$ cat src/rtl/clk_div_gen_pkg.sv
// Shared types and helpers for the clk_div_gen divider block.
package clk_div_pkg;

    localparam int CNT_W_DEF = 16;
    localparam int CNT_W_MAX = 32;

    localparam logic [CNT_W_MAX-1:0] CNT_ZERO = {CNT_W_MAX{1'b0}};
    localparam logic [CNT_W_MAX-1:0] CNT_ONE  = {{(CNT_W_MAX-1){1'b0}}, 1'b1};

    typedef enum logic {
        LOCK_WAIT   = 1'b0,
        LOCK_LOCKED = 1'b1
    } lock_state_e;

    // Channel configuration is carried at the widest supported counter width.
    typedef struct packed {
        logic [CNT_W_MAX-1:0] div;
        logic [CNT_W_MAX-1:0] phase;
    } ch_cfg_t;

    // Number of high cycles per period: ceil(div/2), so odd ratios get the extra high cycle.
    function automatic logic [CNT_W_MAX-1:0] high_len(input logic [CNT_W_MAX-1:0] div);
        logic [CNT_W_MAX:0] sum_v;
        sum_v = {1'b0, div} + {1'b0, CNT_ONE};
        return sum_v[CNT_W_MAX:1];
    endfunction

    function automatic logic cfg_valid(input logic [CNT_W_MAX-1:0] div,
                                       input logic [CNT_W_MAX-1:0] phase);
        return (div == CNT_ZERO) || (phase < div);
    endfunction

endpackage

$ cat src/rtl/clk_div_gen_ch.sv
// One divider channel: config registers, wrapping counter and registered enable/square decode.
module clk_div_ch
    import clk_div_pkg::*;
#(
    parameter int DIV_INIT = 2
) (
    input  logic    clk,
    input  logic    rst_n,
    input  logic    run,
    input  logic    restart,
    input  logic    cfg_we,
    input  ch_cfg_t cfg_in,
    output logic    clk_en,
    output logic    clk_out
);

    ch_cfg_t              cfg_r;
    ch_cfg_t              cfg_nxt_s;
    logic [CNT_W_MAX-1:0] cnt_r;
    logic [CNT_W_MAX-1:0] cnt_nxt_s;
    logic                 en_r;
    logic                 out_r;
    logic                 en_nxt_s;
    logic                 out_nxt_s;

    // Outputs are decoded from the count the next cycle will present, so they can be registered.
    always_comb begin
        cfg_nxt_s = cfg_r;
        cnt_nxt_s = cnt_r;
        en_nxt_s  = 1'b0;
        out_nxt_s = 1'b0;
        if (cfg_we) begin
            cfg_nxt_s = cfg_in;
        end else begin
            cfg_nxt_s = cfg_r;
        end
        if (!run) begin
            cnt_nxt_s = CNT_ZERO;
        end else if (restart) begin
            cnt_nxt_s = CNT_ZERO;
        end else if (cfg_r.div == CNT_ZERO) begin
            cnt_nxt_s = cnt_r;
        end else if (cnt_r == (cfg_r.div - CNT_ONE)) begin
            cnt_nxt_s = CNT_ZERO;
        end else begin
            cnt_nxt_s = cnt_r + CNT_ONE;
        end
        if (run && (cfg_nxt_s.div != CNT_ZERO)) begin
            en_nxt_s  = (cnt_nxt_s == cfg_nxt_s.phase);
            out_nxt_s = (cnt_nxt_s < high_len(cfg_nxt_s.div));
        end else begin
            en_nxt_s  = 1'b0;
            out_nxt_s = 1'b0;
        end
    end

    // Channel state and output registers.
    always_ff @(posedge clk or negedge rst_n) begin
        if (!rst_n) begin
            cfg_r.div   <= CNT_W_MAX'(DIV_INIT);
            cfg_r.phase <= CNT_ZERO;
            cnt_r       <= CNT_ZERO;
            en_r        <= 1'b0;
            out_r       <= 1'b0;
        end else begin
            cfg_r <= cfg_nxt_s;
            cnt_r <= cnt_nxt_s;
            en_r  <= en_nxt_s;
            out_r <= out_nxt_s;
        end
    end

    assign clk_en  = en_r;
    assign clk_out = out_r;

endmodule

$ cat src/rtl/clk_div_gen.sv
// Multi-channel clock-enable / divided-clock generator with lock sequencer and gated reset.
module clk_div_gen
    import clk_div_pkg::*;
#(
    parameter int NUM_CH      = 4,
    parameter int CNT_W       = CNT_W_DEF,
    parameter int DIV_INIT    = 2,
    parameter int LOCK_CYCLES = 16
) (
    input  logic                                       sys_clk,
    input  logic                                       sys_rst_n,
    input  logic                                       cfg_wr,
    input  logic [(NUM_CH > 1 ? $clog2(NUM_CH) : 1)-1:0] cfg_ch,
    input  logic [CNT_W-1:0]                           cfg_div,
    input  logic [CNT_W-1:0]                           cfg_phase,
    input  logic                                       sync_start,
    output logic                                       cfg_err,
    output logic                                       locked,
    output logic                                       rst_out_n,
    output logic [NUM_CH-1:0]                          clk_en,
    output logic [NUM_CH-1:0]                          clk_out
);

    localparam int CH_W = (NUM_CH > 1) ? $clog2(NUM_CH) : 1;
    localparam int LC_W = $clog2(LOCK_CYCLES);

    lock_state_e state_r;
    logic [LC_W-1:0] lock_cnt_r;
    logic        locked_r;
    logic        rst_out_n_r;
    logic        cfg_err_r;
    logic        start_s;
    logic        running_s;
    logic        active_s;
    logic        sync_s;
    logic        ch_in_range_s;
    logic        wr_ok_s;
    logic        wr_bad_s;
    ch_cfg_t     wr_cfg_s;

    // Sequencer status and write validation.
    always_comb begin
        running_s     = (state_r == LOCK_LOCKED);
        start_s       = (state_r == LOCK_WAIT) && (lock_cnt_r == LC_W'(LOCK_CYCLES - 1));
        active_s      = running_s || start_s;
        sync_s        = sync_start && running_s;
        ch_in_range_s = (int'(cfg_ch) < NUM_CH);
        wr_cfg_s.div  = CNT_W_MAX'(cfg_div);
        if (cfg_div == {CNT_W{1'b0}}) begin
            wr_cfg_s.phase = CNT_ZERO;
        end else begin
            wr_cfg_s.phase = CNT_W_MAX'(cfg_phase);
        end
        wr_ok_s  = cfg_wr && ch_in_range_s && cfg_valid(wr_cfg_s.div, CNT_W_MAX'(cfg_phase));
        wr_bad_s = cfg_wr && !wr_ok_s;
    end

    // Lock sequencer: count out the lock window, then hold LOCKED until the next reset.
    always_ff @(posedge sys_clk or negedge sys_rst_n) begin
        if (!sys_rst_n) begin
            state_r     <= LOCK_WAIT;
            lock_cnt_r  <= {LC_W{1'b0}};
            locked_r    <= 1'b0;
            rst_out_n_r <= 1'b0;
        end else begin
            case (state_r)
                LOCK_WAIT: begin
                    if (lock_cnt_r == LC_W'(LOCK_CYCLES - 1)) begin
                        state_r     <= LOCK_LOCKED;
                        locked_r    <= 1'b1;
                        rst_out_n_r <= 1'b1;
                    end else begin
                        lock_cnt_r  <= lock_cnt_r + LC_W'(1);
                    end
                end
                LOCK_LOCKED: begin
                    locked_r    <= 1'b1;
                    rst_out_n_r <= 1'b1;
                end
                default: begin
                    state_r     <= LOCK_WAIT;
                    lock_cnt_r  <= {LC_W{1'b0}};
                    locked_r    <= 1'b0;
                    rst_out_n_r <= 1'b0;
                end
            endcase
        end
    end

    // Rejected-write strobe.
    always_ff @(posedge sys_clk or negedge sys_rst_n) begin
        if (!sys_rst_n) begin
            cfg_err_r <= 1'b0;
        end else begin
            cfg_err_r <= wr_bad_s;
        end
    end

    assign locked    = locked_r;
    assign rst_out_n = rst_out_n_r;
    assign cfg_err   = cfg_err_r;

    for (genvar i = 0; i < NUM_CH; i++) begin : g_ch
        logic we_s;
        logic restart_s;

        // A write only restarts its channel once running; before that it just preloads config.
        always_comb begin
            we_s      = wr_ok_s && (cfg_ch == CH_W'(i));
            restart_s = start_s || (running_s && (sync_s || we_s));
        end

        clk_div_ch #(
            .DIV_INIT (DIV_INIT)
        ) u_ch (
            .clk     (sys_clk),
            .rst_n   (sys_rst_n),
            .run     (active_s),
            .restart (restart_s),
            .cfg_we  (we_s),
            .cfg_in  (wr_cfg_s),
            .clk_en  (clk_en[i]),
            .clk_out (clk_out[i])
        );
    end

endmodule

$ cat config.mk
export PLATFORM = sky130hd
export DESIGN_NAME = clk_div_gen
export DESIGN_NICKNAME = d
export VERILOG_FILES = /design/src/rtl/clk_div_gen_pkg.sv /design/src/rtl/clk_div_gen_ch.sv /design/src/rtl/clk_div_gen.sv
export SDC_FILE = /design/constraint.sdc
export NUM_CORES = 1
export LEC_CHECK = 0
export BUFFER_PORTS_ARGS = -buffer_cell sky130_fd_sc_hd__clkbuf_2
export CAP_MARGIN = 25
export CORE_ASPECT_RATIO = 0.5
export CORE_MARGIN = 3
export CORE_UTILIZATION = 41
export DETAILED_ROUTE_END_ITERATION = 7
export PLACE_DENSITY = 0.62
export SETUP_SLACK_MARGIN = 0.4
export SLEW_MARGIN = 10
export SYNTH_ARGS = -nofsm -noshare
export SYNTH_HDL_FRONTEND = slang
export SYNTH_SLANG_ARGS = --single-unit
$ cat constraint.sdc
create_clock -name sys_clk -period 5.2 [get_ports sys_clk]
set_input_delay 0 -clock sys_clk [delete_from_list [all_inputs] [get_ports sys_clk]]
set_output_delay 0 -clock sys_clk [all_outputs]
set_load 0.01 [all_outputs]
* Word-level counts from Yosys, hierarchy flattened
Index checks and enable logic that the tools add are counted.
Word-level totals: register bits 399, output and inout bits 11
Cells by class: add/sub/neg operators 13, $lt $le $gt $ge 5, equality and inequality tests 13, mux-type cells 33, bitwise logic cells 2, reductions and logical operators 38
Operators by type and width (count):
- 32-bit two-way mux | 16
- 32-bit == test | 8
- 64-bit two-way mux | 4
- 32-bit by 1-bit adder with 33-bit output (second input constant) | 4
- 32-bit by 1-bit adder with 32-bit output (second input constant) | 4
- 32-bit logical NOT | 4
- 32-bit < comparator | 4
- 32-bit nonzero test | 4
- 32-bit by 1-bit subtractor with 32-bit output (second input constant) | 4
- 1-bit logical AND | 16
- 16-bit logical NOT | 1
- 16-bit < comparator | 1
- 16-bit two-way mux | 1
- 1-bit two-way mux | 11
- 1-bit logical OR | 10
- 4-bit by 1-bit adder with 4-bit output (second input constant) | 1
- 2-bit == test (second input constant) | 2
- 4-bit == test (second input constant) | 1
- 2-bit by 1-bit == test with 1-bit output (second input constant) | 1
- 2-bit logical NOT | 1
- 2-bit by 1-bit inequality test with 1-bit output (second input constant) | 1
- 1-bit NOT | 2
- 1-bit case mux with 2 select lines | 1
- 2-bit AND reduction | 1
- 1-bit logical NOT | 1

* Logic depth before layout (Yosys ltp)
Gate-level depths: netlist of the first run.
depth in word-level cells 11, gate-level depth with buffers 35, mapped depth without buffers 29

* Hierarchy
A second synthesis of the first run with hierarchy kept.
Unflattened totals: cell total of the unflattened synthesis 3430, area total of the unflattened synthesis 30634.4 um^2
Modules (own cells, without submodules):
- clk_div_ch (g_ch[1].u_ch ...) | times used 3, cells each 833, area an instance 7443.4 um^2, seq. area each 2453.6 um^2
- clk_div_ch (g_ch[0].u_ch) | times used 1, cells each 811, area an instance 7385.8 um^2, seq. area each 2453.6 um^2
- clk_div_gen | times used 1, cells each 120, area an instance 918.4 um^2, seq. area each 175.2 um^2

* Worst setup path before layout of the first run
OpenSTA, ideal clock, no wires.
path kind input to register, start input cfg_div[3], end register g_ch[1].u_ch.out_r, arrival 6.166 ns, path slack -1.048 ns, stages 35, path buffers 7, cells stage by stage clkbuf_1 > inv_2 > ha_1 > nor2_1 > nor3_1 > a311oi_1 > a21oi_1 > clkbuf_1 > clkbuf_1 > clkbuf_1 > clkbuf_1 > clkbuf_1 > clkbuf_1 > a21boi_0 > inv_1 > ha_1 > o221ai_1 > o21bai_1 > nor3_1 > and2_1 > nand2_1 > xor2_1 > ha_1 > a21o_1 > a21oi_1 > nor2b_1 > o21ai_0 > nand2b_1 > a21oi_1 > nor2b_1 > o21ai_0 > nand2b_1 > a221oi_1 > o211ai_1 > a31oi_1
RTL lines:
- from (decl) | RTL line clk_div_gen.sv:14 | input logic [CNT_W-1:0] cfg_div,
- to (signal assigned) | RTL line clk_div_gen_ch.sv:69 | out_r <= out_nxt_s;
- to (decl) | RTL line clk_div_gen_ch.sv:22 | logic out_r;

* Worst setup path after layout of the first run
start register g_ch[1].u_ch.cfg_r[59] (netlist bit), end register g_ch[1].u_ch.out_r
On the way: cells in the longest elaborated chain, start to end 8
Ends and longest elaborated chain:
- from (decl) | RTL line clk_div_gen_ch.sv:17 | ch_cfg_t cfg_r;
- from (signal assigned) | RTL line clk_div_gen_ch.sv:66 | cfg_r <= cfg_nxt_s;
- 32-bit by 1-bit subtractor with 32-bit output | RTL line clk_div_gen_ch.sv:43 | end else if (cnt_r == (cfg_r.div - CNT_ONE)) begin
- 32-bit == test | RTL line clk_div_gen_ch.sv:43
- 32-bit two-way mux | RTL line clk_div_gen_ch.sv:43
- 32-bit two-way mux * | RTL line clk_div_gen_ch.sv:41 | end else if (cfg_r.div == CNT_ZERO) begin
- 32-bit two-way mux * | RTL line clk_div_gen_ch.sv:39 | end else if (restart) begin
- 32-bit two-way mux * | RTL line clk_div_gen_ch.sv:37 | if (!run) begin
- via g_ch[1].u_ch.cnt_nxt_s[16] | RTL line clk_div_gen_ch.sv:20 | logic [CNT_W_MAX-1:0] cnt_nxt_s;
- 32-bit < comparator * | RTL line clk_div_gen_ch.sv:50 | out_nxt_s = (cnt_nxt_s < high_len(cfg_nxt_s.div));
- 1-bit two-way mux * | RTL line clk_div_gen_ch.sv:48 | if (run && (cfg_nxt_s.div != CNT_ZERO)) begin
- via g_ch[1].u_ch.out_nxt_s | RTL line clk_div_gen_ch.sv:24 | logic out_nxt_s;
The timed path passes the listed nets; every way through them passes the cells marked *. A chain may end at the register's enable or synchronous reset.

==> impl_metrics.csv, run 1 <==
group,metric,value,unit
floorplan,fp.dieW,388.2,um
setup_path,cp_max_fo,7,
status,status,"finished clean",
timing,fmax,204.9,MHz
clock_tree,clk_pin_slew,0.07,ns
floorplan,io-pin-count,49,
setup_path,crit_path_start_kind,"flop",
yosys,synth_edf_count,0,
yosys,synth-async-reset-ratio,100.0,%
detailed_routing,routed_wl,107.4,mm
global_routing,grt-ovfl-total,0,
yosys,netlist_area,29940,um^2
place,place.gp.congestion,0.9874,
place,placed_cells,4587,
yosys,yosysSeqAreaShare,33.37,%
detailed_routing,postRouteAntennaNets,0,
yosys,syn_inst,3540,
timing,fin_setup_tns,0,ns
clock_tree,clockBufferDepth,3,
global_routing,use_met2,42.29,%
power_and_ir_drop,power_switching,3399,uW
yosys,yosysMostFrequentCell,"dfrtp_1",
yosys,synth-seq-cells,399,
timing,finalSetupViolCount,0,
place,hpwl,82.17,mm
final_layout,n_antenna_cell,0,
detailed_routing,vias_per_cell,5.925,
yosys,netlist_top_cells_area,"dfrtp_1 (33%), xnor2_1 (7.5%), ha_1 (6.7%)",
place,io_buffers,48,
setup_path,crit_arrival,5.39,ns
setup_path,worst_ep_required_time,5.71,ns
setup_path,critical_path.most_common_cell,"nand2b_1",
detailed_routing,drt_iter0_drc,2715,
timing,slew_headroom,31.32,%
final_layout,finish.utilization,49.92,%
timing,tightest_slew,1.030,ns
timing,period_minus_slack,4.881,ns
yosys,yosys_warnings,0,
setup_path,end_kind,"flop",
yosys,synth_commonest_cells,"dfrtp_1 (395), nor2_1 (355), nand2_1 (283), xnor2_1 (255), xor2_1 (187)",
floorplan,die_h,197.1,um
final_layout,fin_cells,4736,
clock_tree,cts-root-buf,"clkbuf_16",
place,place_area,32860,um^2
power_and_ir_drop,internal_power,6433,uW
setup_path,cp_slowest_cell,"or4_1",
setup_path,cp_cell_sequence,"or4_1, or4_4, nand2b_1, or2_2, o32ai_2, nor4b_4, and3_4, nor3_4, ha_2, a21o_1, a21oi_2, nor2b_1, o21ai_1, nand2b_1, a21oi_1, nor2b_1, o21ai_1, nand2b_1, a221oi_2, o211ai_1, a31oi_1",
yosys,syn_nets,3738,
yosys,ys_types,96,
detailed_routing,drcViolationCount,0,
timing,finalMaxSlewViolations,0,
yosys,synth_ff_type,"dfrtp_1",
power_and_ir_drop,ir_worst_vdd,186.6,uV
timing,skew,0.02760,ns
clock_tree,htree_levels,2,
detailed_routing,vias,28060,
power_and_ir_drop,clkPwrFrac,32.7,%
detailed_routing,drt-pass1-iter-count,6,
yosys,synth_area_leader_cell,"dfrtp_1",
yosys,synth_area_per_cell,8.458,um^2
global_routing,grt_first_pass_wirelength,164.3,mm
clock_tree,clock-sinks,399,
timing,rsz0062_at_grt,"yes",
flow_run,cap_viol_max_count,0,
power_and_ir_drop,pwr-share-comb,30.8,%
timing,hold_slack,0.02629,ns
setup_path,max_stage_delay,0.57,ns
final_layout,layout-drive-gt1-share,17.15,%
hold_path,min_path_type,"input pin to asynchronous set/reset pin",
clock_tree,cts_tree,"done",
clock_tree,cts_buffers,43,
floorplan,die-area,76500,um^2
power_and_ir_drop,powerDensity,274.8,nW/um^2
timing,hold_viol_final,0,
global_routing,grt_max_degree,139,
floorplan,initial_core_util,41.78,%
yosys,yosysTopAreaCellShare,33.01,%
global_routing,use_met3,3.528,%
power_and_ir_drop,pwr-share-seq,36.5,%
global_routing,grtUsageMet1,39.92,%
global_routing,grt_pass1_vias,26810,
floorplan,row_count,69,
timing,fin_crit_sh,93.87,%
power_and_ir_drop,swShare,34.57,%
detailed_routing,wl_per_cell,22.67,um
final_layout,final_nets,3949,
final_layout,area_delta_synth_final,19.49,%
global_routing,grt_usage,27.49,%
final_layout,finalInstanceArea,35770,um^2
power_and_ir_drop,leakagePower,0.01564,uW
clock_tree,clkLatencyLatePin,0.60,ns
global_routing,antenna_found_initial,0,
setup_path,worstSetupPathType,"flop to flop",
final_layout,fillers,6754,
floorplan,fp.coreArea,71660,um^2
global_routing,grt.busiest_layer,"met2",
## flip-flops by register name, summed over array words and instances, names as in the netlist
name / count
cfg_err: 1
lock_cnt_r: 4
g_ch.u_ch.cfg_r: 256
g_ch.u_ch.clk_en: 4
g_ch.u_ch.clk_out: 4
g_ch.u_ch.cnt_r: 128
running_s: 1
rst_out_n: 1
## timing repair
action	in CTS	in global routing
pin swaps	46	60
setup endpoints to repair	6	6
resized for setup	71	101
setup buffers	26	23
cloned	0	1
hold buffers	26	0
endpoints found under the hold margin	179	0
## critical path: cells and delay by family (launching register included)
family / cells / cell delay [ns]
simple gates: 11 / 2.50
flops: 1 / 0.46
compound gates: 9 / 1.63
fa+ha+maj: 1 / 0.21
## metal layers
layer / part of all wire (%) / vias to the layer above
met5: 0 / -
met4: 3.7 / 0
met3: 6.5 / 158
met2: 44 / 1003
met1: 46 / 13750
li1: - / 13150
## cell type report
class	count	area [um^2]	area share, %
clock buffer	64	1287	3.599
clock inverter	8	117.6	0.3288
inverter	121	491.7	1.375
multi-input combinational	2825	19870	55.53
sequential	399	9997	27.94
tap	958	1199	3.351
timing repair buffer	361	2815	7.869
## logic make-up (layout without fill, tap and decap cells)
| logic type | Yosys count | after routing | synth area share (%) |
|---|---|---|---|
| AOI/OAI and AO/OA | 621 | 621 | 14.04 |
| xor gates and xnor gates | 443 | 443 | 12.98 |
| adders and majority gates | 160 | 160 | 6.686 |
| buffers and inverters | 316 | 554 | 4.221 |
| DFF | 399 | 399 | 33.37 |
| muxes | 28 | 28 | 0.9904 |
| and+or+nand+nor | 1573 | 1573 | 27.71 |
## cell usage in the layout, fill, tap and decap left out, drive strengths merged, types with 36 or more instances in the layout
cell type	n
dfrtp	395
nor2	356
buf	287
nand2	283
xnor2	255
xor2	188
ha	160
nand3	156
o21ai	146
and2	142
nand4	134
a21oi	127
inv	119
clkbuf	113
nor3	110
nor4	91
and3	46
or4	45
nand2b	36
## path summary, 6_finish.rpt
| path | start | to | slack, ns | cells after the start |
|---|---|---|---|---|
| setup reg to reg | g_ch[1].u_ch.cfg_r[59] | g_ch[1].u_ch.clk_out | 0.32 | 21 |
| min in group sys_clk | cfg_div[14] | g_ch[2].u_ch.cfg_r[46] | 0.03 | 3 |
| hold / removal | sys_rst_n | g_ch[0].u_ch.cfg_r[49] | 0.03 | 3 |
| hold reg to reg | rst_out_n | rst_out_n | 0.49 | 1 |
| max in group asynchronous | sys_rst_n | g_ch[2].u_ch.cfg_r[56] | 4.28 | 3 |
| setup / recovery | g_ch[1].u_ch.cfg_r[59] | g_ch[1].u_ch.clk_out | 0.32 | 21 |
## power by group through the flow
stage	sequential (uW)	combinational (uW)	clock (uW)
4_1_cts	3580	2860	3280
3_5_place_dp	3630	2750	0
2_1_floorplan	3540	1820	0
5_1_grt	3620	3290	3380
6_report	3590	3030	3220
3_3_place_gp	3630	2720	0
## metrics by stage
step	worst slack (ns)	total power, uW
after CTS	0.3959	9720
final	0.3190	9832
after global routing	0.07906	10280
after detailed placement	-0.07278	6380
after global placement	0.001009	6341
after floorplan	0.1612	5357
(Power assumes the default switching activity.)
==> inputs of run 2 (changes only) <==
--- a/config.mk
+++ b/config.mk
@@ -12,6 +12,7 @@
 export CORE_UTILIZATION = 41
 export DETAILED_ROUTE_END_ITERATION = 7
 export PLACE_DENSITY = 0.62
+export REMOVE_ABC_BUFFERS = 1
 export SETUP_SLACK_MARGIN = 0.4
 export SLEW_MARGIN = 10
 export SYNTH_ARGS = -nofsm -noshare
==> run 2 against run 1 <==
Compared with the run above: hold slack improved by 0.014 ns; combinational power barely moved; setup slack gained 0.027 ns; die area stayed put; clock power is 7.8% higher; cell count increased by 1.5%; via count is 1.3% higher; register-to-register slack improved by 0.03 ns; global-route usage is 0.079 points lower; first-iteration DRC count up 3.6%; critical path type unchanged; largest power group unchanged.
==> impl_metrics.csv, run 2 (synthesis gave the netlist of run 1 again) <==
group,metric,value,unit
clock_tree,cts_tree,"done",
timing,skew,0.01260,ns
clock_tree,clkLatencyLatePin,0.61,ns
clock_tree,cts_buffers,44,
final_layout,fillers,6717,
global_routing,grt_max_degree,128,
global_routing,grt_first_pass_wirelength,164.1,mm
floorplan,fp.dieW,388.2,um
final_layout,largest_reg_flops,256,
place,io_buffers,48,
power_and_ir_drop,finalPower,10100,uW
place,place.gp.congestion,0.9849,
final_layout,final_cell_mix,"dfrtp_1 (389), nor2_1 (342), buf_4 (316)",
timing,fin_crit_sh,93.34,%
timing,finalSetupViolCount,0,
setup_path,crit_arrival,5.38,ns
timing,slew_headroom,21.68,%
detailed_routing,vias,28420,
timing,period_minus_slack,4.854,ns
clock_tree,cts-root-buf,"clkbuf_16",
clock_tree,clk_pin_slew,0.07,ns
final_layout,final_nets,4012,
status,status,"finished clean",
flow_run,cap_viol_max_count,0,
clock_tree,clockBufferDepth,3,
timing,fmax,206.0,MHz
setup_path,cp_max_fo,18,
global_routing,antenna_found_initial,1,
setup_path,worstSetupPathType,"flop to flop",
detailed_routing,routed_wl,107.6,mm
detailed_routing,drcViolationCount,0,
floorplan,initial_core_util,41.78,%
final_layout,layout-drive-gt1-share,17.21,%
setup_path,end_kind,"flop",
floorplan,row_count,69,
power_and_ir_drop,powerDensity,280.2,nW/um^2
timing,finalMaxSlewViolations,0,
final_layout,reg_top3,"g_ch.u_ch.cfg_r x256, g_ch.u_ch.cnt_r x128",
place,dp_slack,-0.3763,ns
place,hpwl,81.56,mm
timing,tightest_slew,1.166,ns
timing,rsz0062_at_grt,"yes",
timing,hold_viol_final,0,
detailed_routing,drt-pass1-iter-count,5,
power_and_ir_drop,leakagePower,0.01591,uW
final_layout,regMostFlops,"g_ch.u_ch.cfg_r",
final_layout,area_delta_synth_final,20.38,%
setup_path,worst_ep_required_time,5.73,ns
detailed_routing,wl_per_cell,22.40,um
clock_tree,clock-sinks,399,
clock_tree,htree_levels,2,
hold_path,min_path_type,"input pin to flop",
global_routing,grt-ovfl-total,0,
setup_path,crit_path_start_kind,"flop",
detailed_routing,postRouteAntennaNets,0,
final_layout,layout_commonest_cell,"dfrtp_1",
timing,worst_slack,0.3464,ns
floorplan,fp.coreArea,71660,um^2
power_and_ir_drop,ir_worst_vdd,199.7,uV
global_routing,grt_usage,27.41,%
detailed_routing,drt_iter0_drc,2813,
detailed_routing,vias_per_cell,5.914,
floorplan,die_h,197.1,um
floorplan,io-pin-count,49,
global_routing,grt_pass1_vias,27070,
floorplan,die-area,76500,um^2
## run 2: per-stage QoR
step           instance area, um^2  util (%)  setup TNS [ns]  hold WS (ns)  instances
6_report                     36040     50.30               0       0.04078       4805
5_1_grt                      36040     50.29               0       0.06129       4804
2_1_floorplan                29130         -         -104.52       -0.2956       3345
4_1_cts                      35330     49.31               0      0.004720       4784
3_3_place_gp                 33020     46.07         -0.6504        0.1398       4659
3_5_place_dp                 33020     46.07         -0.7588        0.1529       4659
## run 2: metal layers
layer | GRT usage, % | vias to the layer above | share of wire, %
met3 | 4.643 | 205 | 7.6
met1 | 39.09 | 13860 | 45
met5 | 0 | - | 0.013
met2 | 41.89 | 1049 | 43
li1 | - | 13300 | -
met4 | 9.970 | 2 | 3.7
## run 2: repair_timing
item / CTS / global route
gates resized for setup: 87 / 121
hold buffers: 34 / 0
gates cloned: 1 / 1
buffers inserted: 12 / 19
pin swaps: 39 / 60
hold endpoints to repair: 156 / 0
setup endpoints to repair: 7 / 7
## run 2: final cells by class
cell class              instances  area, um^2  share of cell area (%)
multi-input cells            2826       19540                   54.23
diodes                          1       2.502                0.006943
flip-flops and latches        399        9997                   27.74
inverters                     121       454.2                   1.260
clock inverters                16       272.8                  0.7568
repair buffers                422        3311                   9.186
clock buffers                  62        1261                   3.499
well taps                     958        1199                   3.326
## run 2: report_power, final
part	internal (uW)	leakage (uW)	switching [uW]
Combinational	1260	0.00985	1790
Clock	2040	0.000750	1430
Sequential	3360	0.00531	224
Total	6650	0.0159	3450
## run 2: worst paths after layout
kind                                         from                     end  slack (ns)  cells past startpoint
setup / recovery           g_ch[0].u_ch.cfg_r[36]    g_ch[0].u_ch.clk_out        0.35                     21
hold / removal                         cfg_div[9]  g_ch[2].u_ch.cfg_r[41]        0.04                      4
setup reg to reg           g_ch[0].u_ch.cfg_r[36]    g_ch[0].u_ch.clk_out        0.35                     21
hold reg to reg            g_ch[2].u_ch.cfg_r[21]  g_ch[2].u_ch.cfg_r[21]        0.50                      1
max in group asynchronous               sys_rst_n  g_ch[0].u_ch.cfg_r[45]        3.57                      3
min in group asynchronous               sys_rst_n  g_ch[1].u_ch.cfg_r[52]        0.06                      2
## run 2: critical path, stage by stage, from the launching register on
cell and delay [ns]:
dfrtp_1 0.38, or4_4 0.59, or4_4 0.58, or4_4 0.57, buf_6 0.19, and2_4 0.20, nand4_1 0.11, xor2_1 0.21
nor2_1 0.10, ha_1 0.32, a21o_1 0.16, a21o_1 0.16, a21o_1 0.17, a21oi_1 0.14, nor2b_1 0.06, o21ai_1 0.13
nand2b_1 0.09, a21oi_2 0.12, o21ai_0 0.08, nand2_1 0.17, o21ai_2 0.07, nor3_1 0.16
